===== config.mk =====
export PLATFORM = sky130hd
export DESIGN_NAME = product_to_bcd
export DESIGN_NICKNAME = d
export VERILOG_FILES = /design/src/rtl/product_bcd_pkg.sv /design/src/rtl/bcd_digit_adj.sv /design/src/rtl/product_to_bcd.sv
export SDC_FILE = /design/constraint.sdc
export NUM_CORES = 1
export LEC_CHECK = 0
export ABC_AREA = 1
export CAP_MARGIN = 20
export CORE_MARGIN = 2
export CORE_UTILIZATION = 35
export DETAILED_ROUTE_END_ITERATION = 10
export MAX_ROUTING_LAYER = met4
export PLACE_DENSITY = 0.64
export SYNTH_ARGS = -nofsm -noshare
export SYNTH_HDL_FRONTEND = slang
export SYNTH_SLANG_ARGS = --single-unit

===== constraint.sdc =====
create_clock -name clk -period 2.1 [get_ports clk]
set_input_delay 0.315 -clock clk [delete_from_list [all_inputs] [get_ports clk]]
set_output_delay 0.315 -clock clk [all_outputs]
set_load 0.02 [all_outputs]

===== src/rtl/product_bcd_pkg.sv =====
// Shared definitions for the signed product to BCD converter:
// default sizes, conversion length and FSM state encoding.
package product_bcd_pkg;

   localparam int IN_W        = 16;
   localparam int DIGITS      = 5;
   localparam int CONV_CYCLES = 16;

   typedef enum logic [1:0] {
      IDLE = 2'd0,
      CONV = 2'd1,
      DONE = 2'd2
   } state_e;

endpackage


===== src/rtl/bcd_digit_adj.sv =====
// Double-dabble digit correction: a BCD digit of 5 or more gets +3 so that
// the following left shift carries correctly into the next decade.
module bcd_digit_adj (
   input  logic [3:0] digit,
   output logic [3:0] adj
);

   always_comb begin
      adj = digit;
      if (digit >= 4'd5) adj = digit + 4'd3;
   end

endmodule


===== src/rtl/product_to_bcd.sv =====
// Converts a signed 16-bit multiplier product {aval, bval} into a sign flag
// and a DIGITS-wide BCD magnitude using a sequential double-dabble.
module product_to_bcd #(
   parameter int IN_W   = product_bcd_pkg::IN_W,
   parameter int DIGITS = product_bcd_pkg::DIGITS
) (
   input  logic                  clk,
   input  logic                  rst_n,
   input  logic                  start,
   input  logic [IN_W/2-1:0]     aval,
   input  logic [IN_W/2-1:0]     bval,
   output logic                  busy,
   output logic                  done,
   output logic                  neg,
   output logic [4*DIGITS-1:0]   digits
);

   import product_bcd_pkg::*;

   localparam int BCD_W = 4 * DIGITS;
   localparam int CNT_W = $clog2(CONV_CYCLES);
   localparam logic [CNT_W-1:0] LAST_CNT = CNT_W'(CONV_CYCLES - 1);

   state_e             state;
   state_e             state_next;
   logic [CNT_W-1:0]   cnt;
   logic [BCD_W-1:0]   acc;
   logic [BCD_W-1:0]   acc_adj;
   logic [BCD_W-1:0]   acc_shift;
   logic [IN_W-1:0]    mag;
   logic               neg_cap;
   logic [IN_W-1:0]    prod;
   logic [IN_W-1:0]    prod_mag;

   // Two's-complement magnitude; 16'h8000 maps to 32768 as an unsigned value.
   assign prod     = {aval, bval};
   assign prod_mag = prod[IN_W-1] ? IN_W'(~prod + 1'b1) : prod;

   for (genvar i = 0; i < DIGITS; i++) begin : g_adj
      bcd_digit_adj u_adj (
         .digit (acc[4*i +: 4]),
         .adj   (acc_adj[4*i +: 4])
      );
   end

   assign acc_shift = {acc_adj[BCD_W-2:0], mag[IN_W-1]};
   assign busy      = (state != IDLE);

   always_comb begin
      state_next = state;
      case (state)
         IDLE:    if (start) state_next = CONV;
         CONV:    if (cnt == LAST_CNT) state_next = DONE;
         DONE:    state_next = IDLE;
         default: state_next = IDLE;
      endcase
   end

   always_ff @(posedge clk or negedge rst_n) begin
      if (!rst_n) begin
         state   <= IDLE;
         cnt     <= '0;
         acc     <= '0;
         mag     <= '0;
         neg_cap <= 1'b0;
         neg     <= 1'b0;
         digits  <= '0;
         done    <= 1'b0;
      end else begin
         state <= state_next;
         done  <= 1'b0;
         case (state)
            IDLE: begin
               if (start) begin
                  cnt     <= '0;
                  acc     <= '0;
                  mag     <= prod_mag;
                  neg_cap <= prod[IN_W-1];
               end
            end
            CONV: begin
               acc <= acc_shift;
               mag <= {mag[IN_W-2:0], 1'b0};
               cnt <= cnt + 1'b1;
            end
            DONE: begin
               // Publish the finished result; outputs hold until the next DONE.
               digits <= acc;
               neg    <= neg_cap;
               done   <= 1'b1;
            end
            default: ;
         endcase
      end
   end

endmodule


Word level (Yosys, flattened, before mapping)
Index checks and enable logic that the tools add are counted.
{"block": "classes", "add_sub_neg": 7, "n_lt_le_gt_ge": 5, "eq_ne": 5, "n_mux": 16, "n_bitwise": 1, "reduce_logical": 6}
{"cell": "case mux 20 bit (2 select lines)", "count": 1}
{"cell": "two-way mux 16 bit", "count": 2}
{"cell": "case mux 16 bit (2 select lines)", "count": 1}
{"cell": ">= comparator 4 x 3 -> 1 bit (second input constant)", "count": 5}
{"cell": "two-way mux 20 bit", "count": 1}
{"cell": "two-way mux 4 bit", "count": 5}
{"cell": "adder 16 x 1 -> 16 bit (second input constant)", "count": 1}
{"cell": "adder 4 x 2 -> 4 bit (second input constant)", "count": 4}
{"cell": "NOT 16 bit", "count": 1}
{"cell": "case mux 4 bit (2 select lines)", "count": 1}
{"cell": "AND reduction 2 bit", "count": 3}
{"cell": "adder 4 x 1 -> 4 bit (second input constant)", "count": 1}
{"cell": "equality test 4 bit (second input constant)", "count": 1}
{"cell": "two-way mux 2 bit", "count": 2}
{"cell": "inequality test 2 bit (second input constant)", "count": 2}
{"cell": "case mux 2 bit (2 select lines)", "count": 1}
{"cell": "nonzero test 2 bit", "count": 2}
{"cell": "adder 3 x 2 -> 3 bit (second input constant)", "count": 1}
{"cell": "two-way mux 3 bit", "count": 1}
{"cell": "equality test 2 x 1 -> 1 bit (second input constant)", "count": 1}
{"cell": "equality test 2 bit (second input constant)", "count": 1}
{"cell": "logical NOT 2 bit", "count": 1}
{"cell": "two-way mux 1 bit", "count": 1}
{"block": "word_totals", "register_bits": 65, "out_inout_bits": 23}

Longest topological paths before layout
{"block": "depth", "ltp_word": 5, "depth_mapped": 9, "depth_no_buf": 9}

Modules after synthesis
Synthesis repeated with hierarchy kept, for this count alone.
{"block": "unflattened", "hier_cells": 433, "area_unflattened_um2": 3545.9}
{"mod": "product_to_bcd", "instances": 1, "cells_each": 318, "area_per_inst_um2": 2870.3, "seq_area_each_um2": 1626.6}
{"mod": "bcd_digit_adj", "instances": 5, "cells_each": 23, "area_per_inst_um2": 135.1, "seq_area_each_um2": 0.0}

Least setup slack after synthesis
Ideal clock, no wire load.
{"block": "synth_timing", "kind": "reg2reg", "from": "register acc[0]", "to": "register acc[2]", "t_arrival_ns": 1.121, "t_required_ns": 1.974, "path_slack_ns": 0.854, "stages_incl_launch_ff": 8, "path_buffers": 0, "period_less_slack_ns": 1.246, "cell_sequence": "dfrtp_1 > inv_1 > ha_1 > inv_1 > nand2_1 > nand3_1 > o21ai_0 > o21ai_2"}
{"block": "synth_between", "elab_chain_len": 3, "word_cells_on_any_way": 4, "classes_between": "1 x add/sub; 1 x order compare; 2 x mux"}
{"element": "start, declared", "line_no": "product_to_bcd.sv:27", "source": "logic [BCD_W-1:0] acc;"}
{"element": "start signal, assigned", "line_no": "product_to_bcd.sv:82", "source": "acc <= acc_shift;"}
{"element": "adder 4 x 2 -> 4 bit or >= comparator 4 x 3 -> 1 bit (tied branches)", "line_no": "bcd_digit_adj.sv:10", "source": "if (digit >= 4'd5) adj = digit + 4'd3;"}
{"element": "two-way mux 4 bit *", "line_no": "bcd_digit_adj.sv:10"}
{"element": "case mux 20 bit (2 select lines) *", "line_no": "product_to_bcd.sv:72", "source": "case (state)"}
Mark *: on every way between the ends. The rest lies on a longest branch, timed or not.
A chain may end at the register's enable or synchronous reset.

Worst setup path in the final report
{"block": "layout_timing", "from": "register state[0]", "to": "output port busy"}
{"block": "layout_between", "elab_chain_len": 1}
{"element": "start, declared", "line_no": "product_to_bcd.sv:24", "source": "state_e state;"}
{"element": "start signal, assigned", "line_no": "product_to_bcd.sv:70", "source": "state <= state_next;"}
{"element": "nonzero test 2 bit", "line_no": "product_to_bcd.sv:47", "source": "assign busy = (state != IDLE);"}
{"element": "end, declared", "line_no": "product_to_bcd.sv:12", "source": "output logic busy,"}
Every way passes these cells.

==> reports/results.ini <==
[outcome]
status = finished, final reports clean

[floorplan]
rows = 36
die_area_sq_um = 10570
ios = 42
coreArea_sq_um = 9639
die_y_microns = 102.8
start_util_pct = 35.45
die_w_microns = 102.8

[final_layout]
insertedDiodeCount = 0
fin_cells = 577
syn2layout_area_growth_pct = 22.89
final_cell_mix = 86 x nand2_1, 65 x dfrtp_1, 51 x o21ai_0
drive_gt1_share_pct = 11.26
final_common_cell = nand2_1
nets = 470
design_area_sq_um = 4199

[global_route]
gr-usage-all-layers_pct = 14.92
grt_max_degree = 42
grt_pass1_vias = 2739
grt_pass1_wl_microns = 12000
grt-ovfl-total = 0
antenna_found_initial = 0

[cts]
clk_latency_ns = 0.35
clock_sinks = 65
htreeDepth = 3
cts_root_buf = clkbuf_8
hold_buffers = 1
post_cts_resized = 0
cts_tree = built
path_clk_slew_ns = 0.08
cts_buffers = 9
clockBufferDepth = 2
post_cts_buffers = 0

[sta]
post-route-period-util_pct = 87.98
period_needed_ns = 1.848
tightestPinTransition_ns = 0.4909
timing.fmax_mhz = 541.2
finalMaxSlewViolations = 0
hold_viol_final = 0
fin_skew_ns = 0.01261
slew_headroom_pct = 67.28
rsz0062_at_grt = false
fin_setup_tns_ns = 0
finalSetupViolations = 0

[setup_path]
cp_slowest_stage_delay_ns = 0.60
cpMaxStageDelayCell = clkdlybuf4s50_1
path_class = reg -> out
worstPathRequired_ns = 1.78
cp_max_fo = 3
start_kind = flop
critical_path_arrival_ns = 1.53
cp_cell_sequence = inv_2 -> nand2_4 -> clkdlybuf4s50_1
cp_num_buf_inv = 2
critPathTopFamily = buffers and inverters
crit_path_end_kind = output pin

[power]
power_density_nw_per_um2 = 1448
leakage_uw = 0.001986
peakVddDrop_mv = 0.5042

[place]
dp_cells = 560
io_buffers = 41
post_dp_cell_area_sq_um = 3935
place.gp.congestion = 0.8406
dp_hpwl_microns = 4942

[logic_synthesis]
synth_cells = 394
synth_area_leaders = dfrtp_1 48%, nand2_1 9.4%, o21ai_0 7.5%
postSynthNetCount = 425
syn_avg_cell_area_sq_um = 8.673
synth_seq_cells = 65
syn_area_sq_um = 3417
synth.top_cell.area_share_pct = 47.60
seq_area_frac_synth_pct = 47.60
ys.warnings.count = 0
synth_cell_type_count = 30
yosys.area.top_type = dfrtp_1

[routing]
drt_pre_antenna_iters = 4
drc = 0
drtIter0Drc = 100
drt-total-wl_microns = 6841
detail-route-antenna-nets = 0
wl_per_cell_microns = 11.86
viasPerCell = 4.804
route.vias.total = 2772

[hold_path]
worstHoldPathType = reg -> reg

[flow_run]
max_cap_violations = 0

-- per-layer routing --
layer	vias to the layer above	track usage (%)	routed length (microns)	share of wire [%]
met4	0	5.466	97	1.4
met1	1314	18.58	3299	48
met2	50	23.43	3158	46
met5	-	-	0	0
met3	11	4.000	285	4.2
li1	1397	-	-	-
-- cells in the mapped netlist --
cell type / instances
inv_1: 43
nand4_1: 3
nand2_4: 2
o22ai_1: 1
o211ai_1: 1
xor2_1: 7
nand2_1: 86
o21ai_1: 1
buf_4: 3
o21ai_2: 14
nor2_1: 20
clkbuf_1: 3
inv_4: 2
a21oi_1: 13
o21bai_1: 1
o221ai_1: 1
buf_2: 4
o31ai_1: 1
a21oi_2: 1
ha_1: 12
nor2_8: 2
o22ai_2: 4
nand3_1: 31
nand2_2: 1
inv_2: 2
o21ai_0: 51
a22o_1: 1
dfrtp_1: 65
a22oi_1: 14
buf_6: 4
-- cells by family after synthesis --
logic type | after synthesis | share of synthesized area (%)
buffers and inverters | 61 | 8.202
and+or+nand+nor | 145 | 18.75
adders and majority gates | 12 | 4.394
DFF | 65 | 47.60
xor gates and xnor gates | 7 | 1.794
AOI/OAI and AO/OA | 104 | 19.26
-- state kept, by name (all words and copies together) (netlist names) --
register  flops
done          1
cnt           4
mag          16
neg_cap       1
digits       20
neg           1
acc          20
state         2
-- tightest hold or removal path, delay by kind of cell, from the launching register on --
family             cells  cell delay (ns)
DFF                    1             0.34
AOI/OAI and AO/OA      1             0.06
and+or+nand+nor        1             0.05
-- final cells by class --
cell class | count | area, sq um
Clock buffer | 12 | 155.1
Clock inverter | 4 | 98.84
Fill cell | 1003 | 5440
Inverter | 47 | 181.4
Multi-Input combinational cell | 268 | 1510
Sequential cell | 65 | 1627
Tap cell | 133 | 166.4
Timing Repair Buffer | 48 | 460.4
-- report_power, final --
part	internal (uW)	leakage [uW]	switching, uW	total (uW)
logic	1080	0.00109	1540	2620
clock network	856	0.000127	475	1330
registers	1790	0.000773	339	2130
-- worst paths after layout --
check	startpoint	to	cells past startpoint	slack, ns
setup / recovery	state[0]$_DFFE_PN0P_	busy	3	0.25
hold reg to reg	digits[11]$_DFFE_PN0P_	digits[11]$_DFFE_PN0P_	2	0.48
max in group asynchronous	rst_n	acc[1]$_DFFE_PN0P_	3	1.14
hold / removal	digits[11]$_DFFE_PN0P_	digits[11]$_DFFE_PN0P_	2	0.48
setup reg to reg	state[0]$_DFFE_PN0P_	acc[13]$_DFFE_PN0P_	5	0.56
min in group asynchronous	rst_n	cnt[3]$_DFFE_PN0P_	3	0.53
-- through the flow --
stage,setup slack (ns),util [%],power [uW],hold WS [ns]
2_1_floorplan,0.8537,-,4102,0.01941
3_3_place_gp,0.2976,40.82,4722,0.3304
3_5_place_dp,0.2518,40.82,4795,0.3362
4_1_cts,0.2327,43.56,6153,0.4889
5_1_grt,0.1879,43.56,6610,0.5021
6_report,0.2523,43.56,6082,0.4817
Power figures use the tool's default switching activity.
